## src/rtl/pc_fetch.sv

```systemverilog
`timescale 1ns/1ps
`default_nettype none
// ============================================================================
// Module   : pc_fetch
// Brief    : Fetch-PC owner and single-outstanding instruction fetch front end
//            feeding the IF stage register. Optional macro: FETCH_CNT_EN.
// Revision : 1.0 - initial release
// ============================================================================
module pc_fetch #(
    parameter logic [31:0] RESET_PC = 32'h0000_0000,
    parameter logic [31:0] TRAP_PC  = 32'h0000_0004
) (
    input  logic        Clock,
    input  logic        nReset,
    input  logic        hold,
    input  logic        redirect,
    input  logic [31:0] redirect_target,
    output logic        imem_req,
    output logic [31:0] imem_addr,
    input  logic        imem_gnt,
    input  logic        imem_rvalid,
    input  logic [31:0] imem_rdata,
    output logic [31:0] PC,
    output logic [31:0] instruction,
    output logic        flush,
    output logic        misaligned
`ifdef FETCH_CNT_EN
    ,
    output logic [31:0] fetch_count
`endif
);

    typedef enum logic [2:0] {
        S_BOOT     = 3'd0,
        S_REQ      = 3'd1,
        S_WAIT     = 3'd2,
        S_HOLD_RSP = 3'd3,
        S_DRAIN    = 3'd4
    } state_t;

    localparam logic [31:0] c_nop = 32'h0000_0013;

    state_t      r_state;
    logic [31:0] r_pc_q;
    logic [31:0] r_fetch_pc;
    logic [31:0] r_skid_data;
    logic        r_out_valid;

    logic        w_slot_free;
    logic        w_consume;
    logic        w_tgt_mis;
    logic [31:0] w_redir_pc;
    logic [31:0] w_pc_inc;

    assign w_slot_free = !r_out_valid || !hold;
    assign w_consume   = r_out_valid && !hold && !redirect;
    assign w_tgt_mis   = |redirect_target[1:0];
    assign w_redir_pc  = w_tgt_mis ? TRAP_PC : redirect_target;
    assign w_pc_inc    = r_pc_q + 32'd4;

    assign imem_req  = (r_state == S_REQ) && w_slot_free;
    assign imem_addr = r_pc_q;
    assign flush     = !r_out_valid || redirect;

    always_ff @(posedge Clock or negedge nReset) begin
        if (!nReset) begin
            r_state     <= S_BOOT;
            r_pc_q      <= RESET_PC;
            r_fetch_pc  <= RESET_PC;
            r_skid_data <= c_nop;
            r_out_valid <= 1'b0;
            PC          <= 32'h0000_0000;
            instruction <= c_nop;
            misaligned  <= 1'b0;
        end else begin
            misaligned <= redirect && w_tgt_mis;
            if (redirect) begin
                r_out_valid <= 1'b0;
                r_pc_q      <= w_redir_pc;
                // A fetch already granted must have its response swallowed.
                case (r_state)
                    S_WAIT:  r_state <= imem_rvalid ? S_REQ : S_DRAIN;
                    S_REQ:   r_state <= (imem_req && imem_gnt) ? S_DRAIN : S_REQ;
                    S_DRAIN: r_state <= imem_rvalid ? S_REQ : S_DRAIN;
                    default: r_state <= S_REQ;
                endcase
            end else begin
                if (w_consume) begin
                    r_out_valid <= 1'b0;
                end
                case (r_state)
                    S_BOOT: r_state <= S_REQ;
                    S_REQ: begin
                        if (imem_req && imem_gnt) begin
                            r_fetch_pc <= r_pc_q;
                            r_state    <= S_WAIT;
                        end
                    end
                    S_WAIT: begin
                        if (imem_rvalid) begin
                            if (w_slot_free) begin
                                PC          <= r_fetch_pc;
                                instruction <= imem_rdata;
                                r_out_valid <= 1'b1;
                                r_pc_q      <= w_pc_inc;
                                r_state     <= S_REQ;
                            end else begin
                                r_skid_data <= imem_rdata;
                                r_state     <= S_HOLD_RSP;
                            end
                        end
                    end
                    S_HOLD_RSP: begin
                        if (w_slot_free) begin
                            PC          <= r_fetch_pc;
                            instruction <= r_skid_data;
                            r_out_valid <= 1'b1;
                            r_pc_q      <= w_pc_inc;
                            r_state     <= S_REQ;
                        end
                    end
                    S_DRAIN: begin
                        if (imem_rvalid) begin
                            r_state <= S_REQ;
                        end
                    end
                    default: r_state <= S_BOOT;
                endcase
            end
        end
    end

`ifdef FETCH_CNT_EN
    always_ff @(posedge Clock or negedge nReset) begin
        if (!nReset) begin
            fetch_count <= 32'd0;
        end else if (w_consume) begin
            fetch_count <= fetch_count + 32'd1;
        end
    end
`endif

endmodule
`default_nettype wire

```

## config.mk

```make
export PLATFORM = sky130hd
export DESIGN_NAME = pc_fetch
export DESIGN_NICKNAME = d
export VERILOG_FILES = /design/src/rtl/pc_fetch.sv
export SDC_FILE = /design/constraint.sdc
export NUM_CORES = 1
export LEC_CHECK = 0
export ABC_CLOCK_PERIOD_IN_PS = 2420
export BUFFER_PORTS_ARGS = -buffer_cell sky130_fd_sc_hd__buf_2
export CORE_UTILIZATION = 30
export CTS_CLUSTER_SIZE = 25
export DETAILED_ROUTE_END_ITERATION = 8
export GPL_TIMING_DRIVEN = 0
export HOLD_SLACK_MARGIN = 0.15
export PLACE_DENSITY_LB_ADDON = 0.1
export SLEW_MARGIN = 5
export SYNTH_ARGS = -nofsm -noshare
export SYNTH_HDL_FRONTEND = slang
export SYNTH_SLANG_ARGS = --single-unit
```

## constraint.sdc

```tcl
create_clock -name Clock -period 2.42 [get_ports Clock]
set_input_delay 0.363 -clock Clock [delete_from_list [all_inputs] [get_ports Clock]]
set_output_delay 0.363 -clock Clock [all_outputs]
set_load 0.02 [all_outputs]
```

==> run metrics <==
Layout Cells excl Fill 1189; Max clock buf depth 2; RSZ-0062 raised after global routing no; PwrDens 914 nW/um^2; Seq/Total Area, Yosys 53.6%; final net count 915; DP Worst Slack 0.0167 ns; clock latency on the worst-skew pair 0.43 ns; CP required 2.06 ns; Leakage 4.93 nW; Gate Count Post-Synth 655; commonest non-fill, non-tap cell in the layout buf_2; drt wl/cell 18.7 um; Fmax 0.447 GHz; initial core utilization 30.6%; slowest CP cell clkbuf_1; global route overflow 0; final instance area 9610 sq um; area of the multi-input gates 3310 sq um; Pins Over Slew Limit 0; die height 162 um; CP cell instances buf_2, clkbuf_1, inv_1, clkbuf_1, nand2_1, buf_2; Mapped Nets 726; hold slack 0.173 ns; status finished clean; gpl congestion 0.809; number of port buffers 168; HPWL Detailed 16100 um; Final Hold Viols 0; minimum clock period 2.24 ns; layout cells sized above 1 40.7%; initial antenna violation count 3; Post-Route WL 22200 um; number of synthesis warnings 0; arrival time at the worst endpoint 1.87 ns; Max-Cap Viols 0; type of the worst setup path in -> out; flop and latch count out of synthesis 165; ys async rst share 100%; CTS Buf Count 17; Worst Path Max Fanout 10; Cell Area, Placed 9000 sq um; CTS tree built; Startpoint Class input pin; All-Layer GR Usage 17.4%; dominant synthesized flop cell dfrtp_1; DIE AREA 26400 sq um; area added between synthesis and finish 24.6%; worst slew pin tran 0.727 ns; DR iter-0 viols 417; post-DR vias/cell 5.09; post-synth cell types 69; drt first pass iters 4; Post-synth EDFFs 0; final period utilization 92.4%; CTS Sinks 165; # DRC 0; final antenna-violating net count 0; Worst Hold Class in -> reg; Worst-path clk slew 0.07 ns; placed cells 1154; vias in the first global route 6235; clock root cell clkbuf_16; relative slew slack 51.5%; I/O pins 169; core region area 25200 sq um; Avg Inst Size Synth 11.8 sq um; setup violators final 0; register area 4140 sq um; clk_skew 0.0124 ns; worst setup margin 0.185 ns; Worst IR Drop VDD 0.470 mV; Die Span X 162 um; most frequent cells in the layout 191 x buf_2, 159 x dfrtp_1, 94 x mux2_2, 58 x a21oi_1, 49 x nor2_1; overall power 8.78 mW; crit end category primary output; H-tree level count 4; cell area after synthesis 7710 sq um; Via Count 6052; first-pass GRT wire length 35000 um; number of fill cells 2498; site row count 58; worst stage delay on the critical path 0.49 ns; pin count of the biggest net entering global routing 85
-- registers in the layout (all words and copies together) (netlist names) --
register / flops
r_out_valid: 1
PC: 32
misaligned: 1
r_skid_data: 32
instruction: 32
imem_addr: 32
r_fetch_pc: 32
r_state: 3
-- timing repair --
| action | 4_1_cts | 5_1_grt |
|---|---|---|
| hold buffers | 1 | 0 |
| endpoints found under the hold margin | 81 | 0 |
| resized for setup | 0 | 0 |
| endpoints found under the setup margin | 0 | 2 |
| setup buffers | 0 | 0 |
-- cell type report --
class,count,share of cell area [%]
Sequential cell,165,43.1
Multi-Input combinational cell,435,34.4
Timing Repair Buffer,170,9.25
Clock buffer,17,4.43
Tap cell,330,4.30
Buffer,42,2.29
Clock inverter,15,1.69
Inverter,13,0.508
Antenna cell,2,0.0521
-- critical path, delay by kind of cell --
family / cells / cell delay [ns]
AND/OR/NAND/NOR: 1 / 0.18
buffers and inverters: 5 / 1.34
-- metrics by stage --
stage | utilization, % | setup TNS, ns
2_1_floorplan | - | 0
3_5_place_dp | 35.8 | 0
4_1_cts | 38.1 | 0
6_report | 38.2 | 0
5_1_grt | 38.1 | 0
3_3_place_gp | 35.6 | -265.54
-- where the power goes --
group / switching (mW) / internal, mW
logic: 1.49 / 0.936
clock network: 1.31 / 1.38
registers: 0.335 / 3.34
-- layer usage --
metal | part of all wire [%] | up-vias | track usage [%]
met5 | 0 | - | 0
met1 | 45 | 3043 | 23.2
li1 | - | 2798 | -
met4 | 2.4 | 0 | 7.03
met3 | 4.3 | 31 | 3.23
met2 | 48 | 180 | 27.7
-- logic make-up after synthesis --
| logic type | share of synthesized area [%] |
|---|---|
| flops | 53.6 |
| simple gates | 11.7 |
| compound gates | 12.4 |
| mux | 18.3 |
| buf+inv | 3.49 |
| fa+ha+maj | 0.292 |
| xor+xnor | 0.114 |
-- worst paths after layout --
path / from / cells after the start / slack, ns / end
setup reg to reg: imem_addr[2]$_DFFE_PN0P_ / 5 / 0.27 / imem_addr[26]$_DFFE_PN0P_
min in group asynchronous: nReset / 2 / 0.54 / r_skid_data[10]$_DFFE_PN0P_
hold reg to reg: r_fetch_pc[18]$_DFFE_PN0P_ / 1 / 0.49 / r_fetch_pc[18]$_DFFE_PN0P_
hold / removal: redirect_target[1] / 3 / 0.17 / misaligned$_DFF_PN0_
max in group asynchronous: nReset / 3 / 1.04 / r_skid_data[1]$_DFFE_PN1P_
setup / recovery: redirect / 6 / 0.18 / flush
-- Yosys cell counts, drive strengths merged (12+ instances only) --
library cell | number | area share (%)
dfrtp | 159 | 52
a21oi | 58 | 3.8
mux2i | 33 | 4.3
clkbuf | 14 | 0.88
buf | 27 | 1.8
mux2 | 96 | 14
nand3 | 12 | 0.84
nand4 | 16 | 1.6
inv | 13 | 0.63
a31oi | 13 | 1.1
nor2 | 49 | 2.4
nor3 | 12 | 0.99
nand2 | 23 | 1.1
No activity file was read; power rests on OpenSTA's default activity.
